`config.mk`:
```
export PLATFORM = sky130hd
export DESIGN_NAME = lmx2492_spi_master_flat
export DESIGN_NICKNAME = d
export VERILOG_FILES = /design/src/rtl/lmx2492_spi_pkg.sv /design/src/rtl/lmx2492_spi_master_if.sv /design/src/rtl/lmx2492_muxout_sync.sv /design/src/rtl/lmx2492_spi_master.sv /design/src/flat_wrapper.sv
export SDC_FILE = /design/constraint.sdc
export NUM_CORES = 1
export LEC_CHECK = 0
export BUFFER_PORTS_ARGS = -buffer_cell sky130_fd_sc_hd__buf_2
export CORE_MARGIN = 8
export CORE_UTILIZATION = 45
export CTS_BUF_LIST = sky130_fd_sc_hd__clkbuf_4
export DETAILED_ROUTE_END_ITERATION = 10
export GPL_TIMING_DRIVEN = 0
export HOLD_SLACK_MARGIN = 0.05
export PLACE_DENSITY = 0.67
export SETUP_SLACK_MARGIN = 0.02
export SYNTH_ARGS = -nofsm -noshare
export SYNTH_HDL_FRONTEND = slang
export SYNTH_SLANG_ARGS = --single-unit
```
`constraint.sdc`:
```
create_clock -name read_clk -period 4.7 [get_ports read_clk]
set_input_delay 0.94 -clock read_clk [delete_from_list [all_inputs] [get_ports read_clk]]
set_output_delay 0.94 -clock read_clk [all_outputs]
set_load 0.01 [all_outputs]
```
`src/rtl/lmx2492_spi_pkg.sv`:
```
// Shared constants, frame layout and FSM state encoding for the LMX2492 SPI master.
package lmx2492_spi_pkg;

  localparam int unsigned WORD_W    = 25;
  localparam int unsigned FRAME_W   = 24;
  localparam int unsigned VALID_BIT = 24;
  localparam int unsigned RW_BIT    = 23;
  localparam int unsigned ADDR_MSB  = 22;
  localparam int unsigned ADDR_LSB  = 8;
  localparam int unsigned DATA_W    = 8;
  localparam int unsigned ADDR_W    = ADDR_MSB - ADDR_LSB + 1;
  localparam int unsigned BIT_W     = $clog2(FRAME_W);

  // 24-bit over-the-wire frame, MSB first
  typedef struct packed {
    logic              rw;
    logic [ADDR_W-1:0] addr;
    logic [DATA_W-1:0] data;
  } frame_t;

  typedef enum logic [2:0] {IDLE, WAIT, CAPTURE, SETUP, SHIFT, HOLD, GAP} state_e;

  function automatic int unsigned max_u(input int unsigned a, input int unsigned b);
    return (a > b) ? a : b;
  endfunction

endpackage

```
`src/rtl/lmx2492_spi_master_if.sv`:
```
// FIFO-side, SPI-side and readback signals of the LMX2492 SPI master.
interface lmx2492_spi_master_if;
  import lmx2492_spi_pkg::*;

  logic              fifo_empty;
  logic              fifo_rd_en;
  logic [WORD_W-1:0] fifo_dout;
  logic              spi_csb;
  logic              spi_sck;
  logic              spi_sdi;
  logic              spi_muxout;
  logic              rd_valid;
  logic [ADDR_W-1:0] rd_addr;
  logic [DATA_W-1:0] rd_data;
  logic              busy;
  logic [7:0]        drop_cnt;

  modport master (
    input  fifo_empty, fifo_dout, spi_muxout,
    output fifo_rd_en, spi_csb, spi_sck, spi_sdi, rd_valid, rd_addr, rd_data, busy, drop_cnt
  );

  modport slave (
    output fifo_empty, fifo_dout, spi_muxout,
    input  fifo_rd_en, spi_csb, spi_sck, spi_sdi, rd_valid, rd_addr, rd_data, busy, drop_cnt
  );

endinterface

```
`src/rtl/lmx2492_muxout_sync.sv`:
```
// Two-flop synchroniser bringing the asynchronous MUXout readback line into read_clk.
module lmx2492_muxout_sync (
  input  logic clk,
  input  logic rst,
  input  logic async_in,
  output logic sync_out
);

  logic meta_q;

  always_ff @(posedge clk or posedge rst) begin
    if (rst) begin
      meta_q   <= 1'b0;
      sync_out <= 1'b0;
    end else begin
      meta_q   <= async_in;
      sync_out <= meta_q;
    end
  end

endmodule

```
`src/rtl/lmx2492_spi_master.sv`:
```
// Pops command words from the LMX2492 FIFO and shifts them out on the 3-wire SPI,
// capturing the MUXout readback byte for read frames.
module lmx2492_spi_master
  import lmx2492_spi_pkg::*;
#(
  parameter int unsigned CLK_DIV   = 4,
  parameter int unsigned CS_SETUP  = 2,
  parameter int unsigned CS_HOLD   = 2,
  parameter int unsigned FRAME_GAP = 4
) (
  input  logic                 read_clk,
  input  logic                 sys_rst,
  lmx2492_spi_master_if.master bus
);

  localparam int unsigned CNT_MAX = max_u(max_u(2 * CLK_DIV, CS_SETUP), max_u(CS_HOLD, FRAME_GAP));
  localparam int unsigned CNT_W   = $clog2(CNT_MAX + 1);

  state_e             state_q, state_d;
  logic [CNT_W-1:0]   cnt_q, cnt_d;
  logic [BIT_W-1:0]   bit_q, bit_d;
  frame_t             frame_q, frame_d;
  logic [DATA_W-1:0]  shadow_q, shadow_d;
  logic               csb_q, csb_d, sck_q, sck_d, sdi_q, sdi_d;
  logic               rd_en_q, rd_en_d, rd_valid_q, rd_valid_d, busy_q, busy_d;
  logic [ADDR_W-1:0]  rd_addr_q, rd_addr_d;
  logic [DATA_W-1:0]  rd_data_q, rd_data_d;
  logic [7:0]         drop_q, drop_d;
  logic               mux_sync;

  lmx2492_muxout_sync u_sync (
    .clk      (read_clk),
    .rst      (sys_rst),
    .async_in (bus.spi_muxout),
    .sync_out (mux_sync)
  );

  // State, counters and every output are registered together
  always_ff @(posedge read_clk or posedge sys_rst) begin
    if (sys_rst) begin
      state_q    <= IDLE;
      cnt_q      <= '0;
      bit_q      <= '0;
      frame_q    <= '0;
      shadow_q   <= '0;
      csb_q      <= 1'b1;
      sck_q      <= 1'b0;
      sdi_q      <= 1'b0;
      rd_en_q    <= 1'b0;
      rd_valid_q <= 1'b0;
      busy_q     <= 1'b0;
      rd_addr_q  <= '0;
      rd_data_q  <= '0;
      drop_q     <= '0;
    end else begin
      state_q    <= state_d;
      cnt_q      <= cnt_d;
      bit_q      <= bit_d;
      frame_q    <= frame_d;
      shadow_q   <= shadow_d;
      csb_q      <= csb_d;
      sck_q      <= sck_d;
      sdi_q      <= sdi_d;
      rd_en_q    <= rd_en_d;
      rd_valid_q <= rd_valid_d;
      busy_q     <= busy_d;
      rd_addr_q  <= rd_addr_d;
      rd_data_q  <= rd_data_d;
      drop_q     <= drop_d;
    end
  end

  always_comb begin
    state_d    = state_q;
    cnt_d      = cnt_q + 1'b1;
    bit_d      = bit_q;
    frame_d    = frame_q;
    shadow_d   = shadow_q;
    csb_d      = csb_q;
    sdi_d      = sdi_q;
    rd_en_d    = 1'b0;
    rd_valid_d = 1'b0;
    rd_addr_d  = rd_addr_q;
    rd_data_d  = rd_data_q;
    drop_d     = drop_q;

    unique case (state_q)
      IDLE: begin
        cnt_d = '0;
        if (!bus.fifo_empty) begin
          rd_en_d = 1'b1;
          state_d = WAIT;
        end
      end
      WAIT: state_d = CAPTURE;
      CAPTURE: begin
        cnt_d   = '0;
        frame_d = frame_t'(bus.fifo_dout[FRAME_W-1:0]);
        if (!bus.fifo_dout[VALID_BIT]) begin
          if (drop_q != '1) drop_d = drop_q + 1'b1;
          state_d = IDLE;
        end else begin
          csb_d   = 1'b0;
          sdi_d   = bus.fifo_dout[RW_BIT];
          state_d = SETUP;
        end
      end
      SETUP: begin
        if (cnt_q == CNT_W'(CS_SETUP - 1)) begin
          cnt_d   = '0;
          bit_d   = BIT_W'(FRAME_W - 1);
          state_d = SHIFT;
        end
      end
      SHIFT: begin
        // Last cycle of the high phase: sample readback, then advance to the next bit
        if (cnt_q == CNT_W'(2 * CLK_DIV - 1)) begin
          if (frame_q.rw && (bit_q < BIT_W'(DATA_W)))
            shadow_d = {shadow_q[DATA_W-2:0], mux_sync};
          cnt_d = '0;
          if (bit_q == '0) begin
            state_d = HOLD;
          end else begin
            bit_d = bit_q - 1'b1;
            sdi_d = frame_q[bit_d];
          end
        end
      end
      HOLD: begin
        if (cnt_q == CNT_W'(CS_HOLD - 1)) begin
          cnt_d   = '0;
          csb_d   = 1'b1;
          state_d = GAP;
          if (frame_q.rw) begin
            rd_valid_d = 1'b1;
            rd_addr_d  = frame_q.addr;
            rd_data_d  = shadow_q;
          end
        end
      end
      GAP: begin
        if (cnt_q == CNT_W'(FRAME_GAP - 1)) state_d = IDLE;
      end
      default: state_d = IDLE;
    endcase

    sck_d  = (state_d == SHIFT) && (cnt_d >= CNT_W'(CLK_DIV));
    busy_d = (state_d != IDLE);
  end

  assign bus.fifo_rd_en = rd_en_q;
  assign bus.spi_csb    = csb_q;
  assign bus.spi_sck    = sck_q;
  assign bus.spi_sdi    = sdi_q;
  assign bus.rd_valid   = rd_valid_q;
  assign bus.rd_addr    = rd_addr_q;
  assign bus.rd_data    = rd_data_q;
  assign bus.busy       = busy_q;
  assign bus.drop_cnt   = drop_q;

endmodule
```
`src/flat_wrapper.sv`:
```
// flat-port wrapper written by rule: the top's interface ports become plain ports
module lmx2492_spi_master_flat import lmx2492_spi_pkg::*;
#(
  parameter int unsigned CLK_DIV   = 4,
  parameter int unsigned CS_SETUP  = 2,
  parameter int unsigned CS_HOLD   = 2,
  parameter int unsigned FRAME_GAP = 4
)
  (read_clk, sys_rst, bus_fifo_empty, bus_fifo_dout, bus_spi_muxout, bus_fifo_rd_en, bus_spi_csb, bus_spi_sck, bus_spi_sdi, bus_rd_valid, bus_rd_addr, bus_rd_data, bus_busy, bus_drop_cnt);
  lmx2492_spi_master_if bus_i ();
  input  logic read_clk;
  input  logic sys_rst;
  input wire logic [$bits(bus_i.fifo_empty)-1:0] bus_fifo_empty;
  input wire logic [$bits(bus_i.fifo_dout)-1:0] bus_fifo_dout;
  input wire logic [$bits(bus_i.spi_muxout)-1:0] bus_spi_muxout;
  output wire logic [$bits(bus_i.fifo_rd_en)-1:0] bus_fifo_rd_en;
  output wire logic [$bits(bus_i.spi_csb)-1:0] bus_spi_csb;
  output wire logic [$bits(bus_i.spi_sck)-1:0] bus_spi_sck;
  output wire logic [$bits(bus_i.spi_sdi)-1:0] bus_spi_sdi;
  output wire logic [$bits(bus_i.rd_valid)-1:0] bus_rd_valid;
  output wire logic [$bits(bus_i.rd_addr)-1:0] bus_rd_addr;
  output wire logic [$bits(bus_i.rd_data)-1:0] bus_rd_data;
  output wire logic [$bits(bus_i.busy)-1:0] bus_busy;
  output wire logic [$bits(bus_i.drop_cnt)-1:0] bus_drop_cnt;
  assign bus_i.fifo_empty = bus_fifo_empty;
  assign bus_i.fifo_dout = bus_fifo_dout;
  assign bus_i.spi_muxout = bus_spi_muxout;
  assign bus_fifo_rd_en = bus_i.fifo_rd_en;
  assign bus_spi_csb = bus_i.spi_csb;
  assign bus_spi_sck = bus_i.spi_sck;
  assign bus_spi_sdi = bus_i.spi_sdi;
  assign bus_rd_valid = bus_i.rd_valid;
  assign bus_rd_addr = bus_i.rd_addr;
  assign bus_rd_data = bus_i.rd_data;
  assign bus_busy = bus_i.busy;
  assign bus_drop_cnt = bus_i.drop_cnt;
  lmx2492_spi_master #(.CLK_DIV(CLK_DIV), .CS_SETUP(CS_SETUP), .CS_HOLD(CS_HOLD), .FRAME_GAP(FRAME_GAP)) u_core (.read_clk(read_clk), .sys_rst(sys_rst), .bus(bus_i));
endmodule
```
==> flow_summary.toml <==
[status]
outcome = "finished clean"

[route]
dr_total_vias = 2397
detail_route.wl_per_cell_um = 15.81
detail_route.vias_per_cell = 5.211
route.final.wire_length_um = 7274
drtPass1Iterations = 4
drc = 0
drt-initial-drc-count = 153
drt.antenna.violating_nets = 0

[cts]
cts.root.buffer_cell = "sky130_fd_sc_hd__clkbuf_4"
clock_insertion_delay_worst_skew_ns = 0.44
numCtsBuffers = 9
holdBufCountCts = 0
path_clk_slew_ns = 0.16
cts_tree = "yes"
cts_sinks = 83
post_cts_buffers = 0
postCtsResizedCells = 0
ctsLongestPathBuffers = 2
htree_levels = 3

[synthesis]
synth-main-ff-cell = "sky130_fd_sc_hd__dfrtp_1"
synth.top_cell.area_share_pct = 55.57
post_synthesis_average_cell_area_um2 = 13.52
synth_nets = 307
syn_inst = 273
unique_masters_post_synth = 51
async_flop_share_pct = 100.0
yosysSeqAreaShare_pct = 56.29
netlist_area_mm2 = 0.003692
synth_top_area_cell = "sky130_fd_sc_hd__dfrtp_1"
count_of_synthesis_stage_warnings_from_yosys = 0
synth_seq_cells = 83
synth_enable_flop_cells = 0
yosys-top-cells-area = "sky130_fd_sc_hd__dfrtp_1 (56%), sky130_fd_sc_hd__mux2_2 (9.8%), sky130_fd_sc_hd__mux2_1 (8.5%)"

[critical_path]
critical_path_top_delay_cell = "sky130_fd_sc_hd__mux4_1"
cp_max_fo = 8
critical_path.cell_chain = "clkbuf_1, inv_1, ha_1, xor2_2, mux4_1, mux2_2, nand3_1, a31oi_1"
critical_path_required_ns = 5.01
arrival_ns = 3.00
endpoint_kind = "register"
worst_path_largest_cell_delay_ns = 0.60
timing.critical_path.from_type = "register"
crit_family = "multiplexers"
critical_path.n_buffers_inverters = 2
worst-setup-path-type = "reg2reg"

[floorplanning]
die_area_mm2 = 0.01136
dieHeight_um = 106.6
placementRows = 33
core_mm2 = 0.008093
start_util_pct = 45.62
boundaryPins = 66
die_x_um = 106.6

[grt]
global_route.overflow_total = 0
grt_max_degree = 59
gr-usage-all-layers_pct = 13.84
grt_first_pass_wirelength_um = 12550
initial_antenna_violation_count = 0
first_global_vias = 2531

[power_and_ir_drop]
irDropWorstVdd_uv = 295.3
power.combinational.fraction_pct = 36.5
seqPwrFrac_pct = 44.3
p_switching_mw = 0.8852
sw_frac_of_total_pct = 34.88
power.leakage_nw = 2.171
power_density_mw_per_mm2 = 583.2
cell_internal_pwr_mw = 1.653
report.power.total_mw = 2.538
p_clk_share_pct = 19.2

[run]
drv_cap = 0

[place]
numPortBuffers = 65
place.detailed.hpwl_um = 5360
globalplace.congestion = 0.7730

[sta]
fmaxAchievable_ghz = 0.3716
period_share_pct = 57.26
final.setup.tns_ns = 0
rsz0062_at_grt = "no"
fin_hold_ws_ns = 0.3726
final-hold-violation-count = 0
setup_viol_count_final = 0
skew_ns = 0.02761
finalMaxSlewViolations = 0
max-slew-margin-rel_pct = 56.18
timing.final.crit_period_ns = 2.691
worst_pin_slew_ns = 0.6482

[layout]
num_antenna_cells = 0
flow.area_growth_from_synthesis_pct = 17.86
nFillCells = 707
fraction_of_final_layout_cells_sized_beyond_drive_strength_1_pct = 37.75
design.final.nets = 384

[worst_hold_path]
timing.hold.worst.class = "reg2reg"
-- logic make-up (layout without fill, tap and decap cells) --
kind of cell	after synthesis	in the layout	synth area share, %
DFF	83	83	56.29
muxes	68	68	22.37
and+or+nand+nor	65	65	10.61
AOI/OAI and AO/OA	22	22	3.830
buffers and inverters	19	101	2.406
xor gates and xnor gates	11	11	2.813
adders and majority gates	5	5	1.694
-- sequential cells by signal (all words and copies together), names as in the netlist, 3 cells and up --
signal	count
u_core.bus.rd_data	8
u_core.frame_q	24
u_core.bit_q	5
u_core.cnt_q	4
u_core.bus.rd_addr	15
u_core.state_q	3
u_core.shadow_q	8
u_core.bus.drop_cnt	8
-- cell type report --
type / count / area [um2] / area share [%]
plain buffers: 12 / 62.56 / 1.438
clock buffers: 9 / 67.56 / 1.553
inverters: 7 / 28.78 / 0.6613
clock inverters: 7 / 105.1 / 2.415
flip-flops and latches: 83 / 2078 / 47.76
multi-input cells: 171 / 1525 / 35.05
well taps: 105 / 131.4 / 3.019
repair buffers: 66 / 352.8 / 8.108
-- cell usage after synthesis (all sizes together) (2+ instances only) --
cell,number
mux2,60
and3,5
ha,5
dfrtp,82
or2,2
mux4,5
inv,7
or3b,3
nand2,11
clkbuf,3
nor3b,5
nand4,2
nand2b,3
buf,9
mux2i,3
xnor2,5
o311ai,2
a31oi,3
o21ai,5
nor2,15
nand3,7
nor4,2
xor2,6
nor3,2
a21oi,6
nor2b,2
-- layer usage --
layer	share of wire (%)	track usage (%)	up-vias	wire, um
li1	-	-	1132	-
met5	0	0	-	0
met4	1.8	6.131	0	129
met1	47	17.78	1188	3423
met3	6.2	4.199	12	448
met2	45	21.14	65	3273
-- power groups by stage --
stage / clock, mW / sequential [mW] / combinational, mW
final: 0.488 / 1.12 / 0.927
after global routing: 0.538 / 1.16 / 1.04
after CTS: 0.503 / 1.13 / 0.945
after detailed placement: 0 / 1.14 / 0.938
after global placement: 0 / 1.13 / 0.920
after floorplan: 0 / 1.13 / 0.670
-- metrics by stage --
stage | util (%) | setup slack [ns] | cells | area, um2
2_1_floorplan | - | 1.625 | 273 | 3692
3_3_place_gp | 51.27 | 0.6511 | 443 | 4149
3_5_place_dp | 51.64 | 1.971 | 444 | 4179
4_1_cts | 53.77 | 1.945 | 460 | 4352
5_1_grt | 53.77 | 1.810 | 460 | 4352
6_report | 53.77 | 2.009 | 460 | 4352
-- cell usage in the layout (no fill, tap or decap), drive strengths merged, types with 2 or more instances in the layout --
| master | n |
|---|---|
| mux4 | 5 |
| nand2 | 11 |
| nor4 | 2 |
| nand3 | 7 |
| a31oi | 3 |
| buf | 75 |
| a21oi | 6 |
| nor3 | 2 |
| mux2i | 3 |
| or2 | 2 |
| nand2b | 3 |
| nor2b | 2 |
| dfrtp | 82 |
| nand4 | 2 |
| or3b | 3 |
| nor2 | 15 |
| bufinv | 2 |
| o311ai | 2 |
| xor2 | 6 |
| ha | 5 |
| nor3b | 5 |
| inv | 10 |
| clkbuf | 12 |
| and3 | 5 |
| mux2 | 60 |
| o21ai | 5 |
| xnor2 | 5 |
-- worst paths after layout --
check,start,end,slack (ns),cells after the start
max,u_core.bit_q[0],u_core.bus.spi_sdi,2.01,8
min,u_core.u_sync.meta_q,u_core.u_sync.sync_out,0.37,0
max reg2reg,u_core.bit_q[0],u_core.bus.spi_sdi,2.01,8
min reg2reg,u_core.u_sync.meta_q,u_core.u_sync.sync_out,0.37,0
max in group asynchronous,sys_rst,u_core.bit_q[1],3.65,3
min in group asynchronous,sys_rst,u_core.u_sync.sync_out,0.44,2
Note: power is estimated with default switching activity, not from simulation.
